## config.mk

```make
export PLATFORM = sky130hd
export DESIGN_NAME = wb_dbg_master
export DESIGN_NICKNAME = d
export VERILOG_FILES = /design/src/rtl/wb_dbg_pkg.sv /design/src/rtl/wb_dbg_master.sv
export SDC_FILE = /design/constraint.sdc
export NUM_CORES = 1
export LEC_CHECK = 0
export ABC_AREA = 1
export ABC_CLOCK_PERIOD_IN_PS = 4620
export BUFFER_PORTS_ARGS = -buffer_cell sky130_fd_sc_hd__buf_2
export CORE_MARGIN = 4
export CORE_UTILIZATION = 45
export CTS_CLUSTER_DIAMETER = 150
export CTS_CLUSTER_SIZE = 12
export DETAILED_ROUTE_END_ITERATION = 10
export HOLD_SLACK_MARGIN = 0.06
export PLACE_DENSITY = 0.65
export SYNTH_ARGS = -nofsm -noshare
export SYNTH_HDL_FRONTEND = slang
export SYNTH_SLANG_ARGS = --single-unit
export TNS_END_PERCENT = 20
```

## constraint.sdc

```tcl
create_clock -name clk -period 4.62 [get_ports clk]
set_clock_uncertainty 0.15 [all_clocks]
set_input_delay 0.231 -clock clk [delete_from_list [all_inputs] [get_ports clk]]
set_output_delay 0.231 -clock clk [all_outputs]
set_load 0.01 [all_outputs]
```

## src/rtl/wb_dbg_pkg.sv

```systemverilog
// Shared opcodes, reply status codes and FSM states for the Wishbone debug master.
package wb_dbg_pkg;

    localparam logic [7:0] CMD_WRITE  = 8'h01;
    localparam logic [7:0] CMD_READ   = 8'h02;

    localparam logic [7:0] ST_ACK     = 8'hA5;
    localparam logic [7:0] ST_ERR     = 8'hE1;
    localparam logic [7:0] ST_TIMEOUT = 8'hEE;

    typedef enum logic [2:0] {
        IDLE,
        ADDR,
        DATA,
        BUS,
        STATUS,
        RDATA
    } state_t;

endpackage

```

## src/rtl/wb_dbg_master.sv

```systemverilog
// Byte-stream driven Wishbone classic master: decodes host read/write commands,
// runs one 32-bit bus cycle per command and streams back a status byte plus read data.
module wb_dbg_master
    import wb_dbg_pkg::*;
#(
    parameter int unsigned timeout_cycles = 255
) (
    input  logic        clk,
    input  logic        rst,
    input  logic [7:0]  rx_data,
    input  logic        rx_valid,
    output logic [7:0]  tx_data,
    output logic        tx_valid,
    input  logic        tx_ready,
    output logic [31:0] wb_adr_o,
    output logic [31:0] wb_dat_o,
    input  logic [31:0] wb_dat_i,
    output logic [3:0]  wb_sel_o,
    output logic        wb_we_o,
    output logic        wb_cyc_o,
    output logic        wb_stb_o,
    input  logic        wb_ack_i,
    input  logic        wb_err_i
);

    localparam int unsigned      TMO_W    = $clog2(timeout_cycles + 1);
    // Abort on the cycle whose increment would make the count reach timeout_cycles.
    localparam logic [TMO_W-1:0] TMO_LAST = TMO_W'(timeout_cycles - 1);

    state_t           state;
    logic [1:0]       byte_cnt;
    logic [TMO_W-1:0] tmo_cnt;
    logic [31:0]      rdata;

    assign wb_sel_o = 4'hF;

    always_ff @(posedge clk) begin
        if (rst) begin
            state    <= IDLE;
            byte_cnt <= '0;
            tmo_cnt  <= '0;
            rdata    <= '0;
            wb_adr_o <= '0;
            wb_dat_o <= '0;
            wb_we_o  <= 1'b0;
            wb_cyc_o <= 1'b0;
            wb_stb_o <= 1'b0;
            tx_valid <= 1'b0;
            tx_data  <= '0;
        end else begin
            case (state)
                IDLE: begin
                    if (rx_valid && (rx_data == CMD_WRITE || rx_data == CMD_READ)) begin
                        wb_we_o  <= (rx_data == CMD_WRITE);
                        byte_cnt <= '0;
                        state    <= ADDR;
                    end
                end

                ADDR: begin
                    if (rx_valid) begin
                        wb_adr_o <= {wb_adr_o[23:0], rx_data};
                        byte_cnt <= byte_cnt + 2'd1;
                        if (byte_cnt == 2'd3) begin
                            byte_cnt <= '0;
                            if (wb_we_o) begin
                                state <= DATA;
                            end else begin
                                wb_cyc_o <= 1'b1;
                                wb_stb_o <= 1'b1;
                                tmo_cnt  <= '0;
                                state    <= BUS;
                            end
                        end
                    end
                end

                DATA: begin
                    if (rx_valid) begin
                        wb_dat_o <= {wb_dat_o[23:0], rx_data};
                        byte_cnt <= byte_cnt + 2'd1;
                        if (byte_cnt == 2'd3) begin
                            byte_cnt <= '0;
                            wb_cyc_o <= 1'b1;
                            wb_stb_o <= 1'b1;
                            tmo_cnt  <= '0;
                            state    <= BUS;
                        end
                    end
                end

                // Err wins over ack; either wins over a timeout in the same cycle.
                BUS: begin
                    if (wb_ack_i || wb_err_i || tmo_cnt == TMO_LAST) begin
                        wb_cyc_o <= 1'b0;
                        wb_stb_o <= 1'b0;
                        tx_valid <= 1'b1;
                        byte_cnt <= '0;
                        state    <= STATUS;
                        if (wb_err_i) begin
                            tx_data <= ST_ERR;
                            rdata   <= '0;
                        end else if (wb_ack_i) begin
                            tx_data <= ST_ACK;
                            rdata   <= wb_dat_i;
                        end else begin
                            tx_data <= ST_TIMEOUT;
                            rdata   <= '0;
                        end
                    end else begin
                        tmo_cnt <= tmo_cnt + TMO_W'(1);
                    end
                end

                STATUS: begin
                    if (tx_ready) begin
                        if (wb_we_o) begin
                            tx_valid <= 1'b0;
                            state    <= IDLE;
                        end else begin
                            tx_data  <= rdata[31:24];
                            rdata    <= {rdata[23:0], 8'h00};
                            byte_cnt <= '0;
                            state    <= RDATA;
                        end
                    end
                end

                RDATA: begin
                    if (tx_ready) begin
                        if (byte_cnt == 2'd3) begin
                            tx_valid <= 1'b0;
                            state    <= IDLE;
                        end else begin
                            tx_data  <= rdata[31:24];
                            rdata    <= {rdata[23:0], 8'h00};
                            byte_cnt <= byte_cnt + 2'd1;
                        end
                    end
                end

                default: state <= IDLE;
            endcase
        end
    end

endmodule

```

==> out/metrics.yaml <==
grt_use_total_pct: 18.8
antenna_cells: 0
r2r.worst_path.cells: 9
finalNetCount: 901
synth_seq_area_share_pct: 47.2
grt_pass1_vias: 4407
hold_class: "primary input to flip-flop"
rr_endpoint: "tx_data[6]"
cts_hold_buf: 16
crit_path_start: "state[2]"
fin_tns_setup_ns: 0
cts_setup_buffers: 0
crit_fanout: 62
cts_resized: 0
io_buffers: 121
io_pins: 126
drv_cap: 0
final_util_pct: 58.5
layout_common_cells: "nor2_1, nand2_1, o21ai_0"
die_h_um: 114
p_sw_mw: 1.09
start_util_pct: 46.4
critPathRequiredTime_ns: 4.82
ys_ff_latch: 120
ys_types: 27
cp-start-kind: "flip-flop"
maxSlewViolCount: 0
post-place-ws_ns: 1.62
tightest_slew_ns: 1.13
whs_ns: 0.0844
root_buffer: "clkbuf_16"
fp.dieW_um: 114
cts_buffers: 17
avgViaCountPerCell: 4.89
vias: 4912
max-vdd-ir-drop_mv: 0.402
ctsHtreeMaxLevel: 4
fin_crit_ns: 3.02
switching_share_pct: 32.2
multi_input_area_um2: 2330
pwr-share-clk_pct: 38.0
synth_flop_cell: "dfxtp_1"
clock-sinks: 120
grt_overflow_total: 0
layout_commonest_cell: "nor2_1"
gp_congestion: 0.916
grt_pass1_wl_um: 20000
drt_wl_total_um: 12200
clockBufferDepth: 2
cp.arrival_ns: 3.22
p_seq_share_pct: 38.6
synth_warnings: 0
drt_iter0_drc: 469
fin_ws_ns: 1.60
setup_viol_count_final: 0
r2r_start: "state[2]"
clkLatencyLatePin_ns: 0.42
slew_headroom_pct: 24.3
synth_edf_count: 0
p_leak_nw: 2.89
worstSetupEndpointType: "flip-flop"
grt_max_degree: 69
rsz0062_at_grt: "no"
rrSetupSlack_ns: 1.60
async_flop_share_pct: 0
seqCellArea_um2: 2400
period_share_pct: 65.4
syn_area_um2: 5090
path_clk_slew_ns: 0.05
synth.avg_cell_area_um2: 6.90
crit_type: "flip-flop to flip-flop"
antenna_left: 0
wl_per_cell_um: 12.1
post-route-drc-count: 0
dieArea_um2: 13100
min_from: "wb_dat_i[6]"
hold_depth: 5
p_per_area_nw_per_um2: 528
drt_pre_antenna_iters: 5
cts_tree: "done"
p_int_mw: 2.30
min_to: "rdata[6]"
fillers: 1066
hold_viol: 0
fmax_mhz: 331
outcome: "completed"
coreArea_um2: 11000
rows: 38
drive_above_1_share_pct: 19.4
dp_hpwl_um: 8380
area_growth_pct: 26.1
antenna_found_initial: 0
comb_power_share_pct: 23.4
synthCells: 738
how the worst max path moves through the flow:
stage	cells past startpoint	slack, ns	to
after floorplan	14	2.90	rdata[28]
after global placement	9	1.73	tx_data[6]
after detailed placement	9	1.62	tx_data[6]
after CTS	9	1.61	tx_data[6]
after global routing	9	1.20	rdata[6]
final	9	1.60	tx_data[6]
routing by layer:
| layer | wire, µm | track usage [%] | vias to the layer above |
|---|---|---|---|
| li1 | - | - | 2576 |
| met1 | 5830 | 24.6 | 2193 |
| met2 | 5470 | 29.0 | 128 |
| met3 | 689 | 5.50 | 15 |
| met4 | 218 | 7.92 | 0 |
| met5 | 0 | 0 | - |
metrics by stage:
stage	power, mW	cells	cell area, µm²
2_1_floorplan	1.87	741	5110
3_3_place_gp	2.09	957	5680
3_5_place_dp	2.12	957	5680
4_1_cts	3.42	1005	6420
5_1_grt	3.61	1005	6420
6_report	3.39	1005	6420
area by class of cell:
| type | instances | share of cell area [%] |
|---|---|---|
| clock inverters | 14 | 2.32 |
| well taps | 140 | 2.73 |
| inverters | 38 | 2.22 |
| repair buffers | 140 | 12.3 |
| flip-flops and latches | 120 | 37.4 |
| multi-input cells | 535 | 36.2 |
| clock buffers | 18 | 6.84 |
worst max-delay path: stages (launching register included):
cell,delay [ns]
dfxtp_1,0.59
nand3_2,0.17
nand2_2,0.70
inv_2,0.14
nand2_1,0.14
nand2_1,0.05
buf_4,0.25
inv_2,0.51
nand2_1,0.11
a21oi_1,0.13
cell families (layout without fill, tap and decap cells):
| family | count (synthesis) | in the layout | share of synthesized area (%) |
|---|---|---|---|
| simple gates | 357 | 357 | 27.2 |
| compound gates | 166 | 166 | 16.5 |
| flops | 120 | 120 | 47.2 |
| xor+xnor | 5 | 5 | 0.859 |
| other cells | 1 | 4 | 0.0736 |
| fa+ha+maj | 3 | 3 | 0.737 |
| buf+inv | 86 | 210 | 7.42 |
synthesized netlist by cell type (4+ instances only):
cell      count  area (µm²)
nand2_1     128         480
clkbuf_1     30         113
o21ai_0     128         641
xor2_1        5        43.8
nor3_1        4        20.0
a21oi_1      34         170
nor2_1      203         762
buf_4         6        45.0
buf_2         8        40.0
dfxtp_1     120        2400
nand3_1      13        65.1
inv_1        34         128
flip-flops by register name, summed over array words and instances (netlist names):
signal	cells
state	3
rdata	32
byte_cnt	2
tx_valid	1
wb_stb_o	1
tx_data	8
wb_we_o	1
wb_adr_o	32
tmo_cnt	8
wb_dat_o	32
power groups by stage:
stage          Sequential, mW  Combinational [mW]  Clock [mW]
4_1_cts                  1.31               0.799        1.31
6_report                 1.31               0.793        1.29
3_5_place_dp             1.33               0.786           0
2_1_floorplan            1.36               0.514           0
5_1_grt                  1.33               0.915        1.36
3_3_place_gp             1.32               0.765           0
Note: power is estimated with default switching activity, not from simulation.
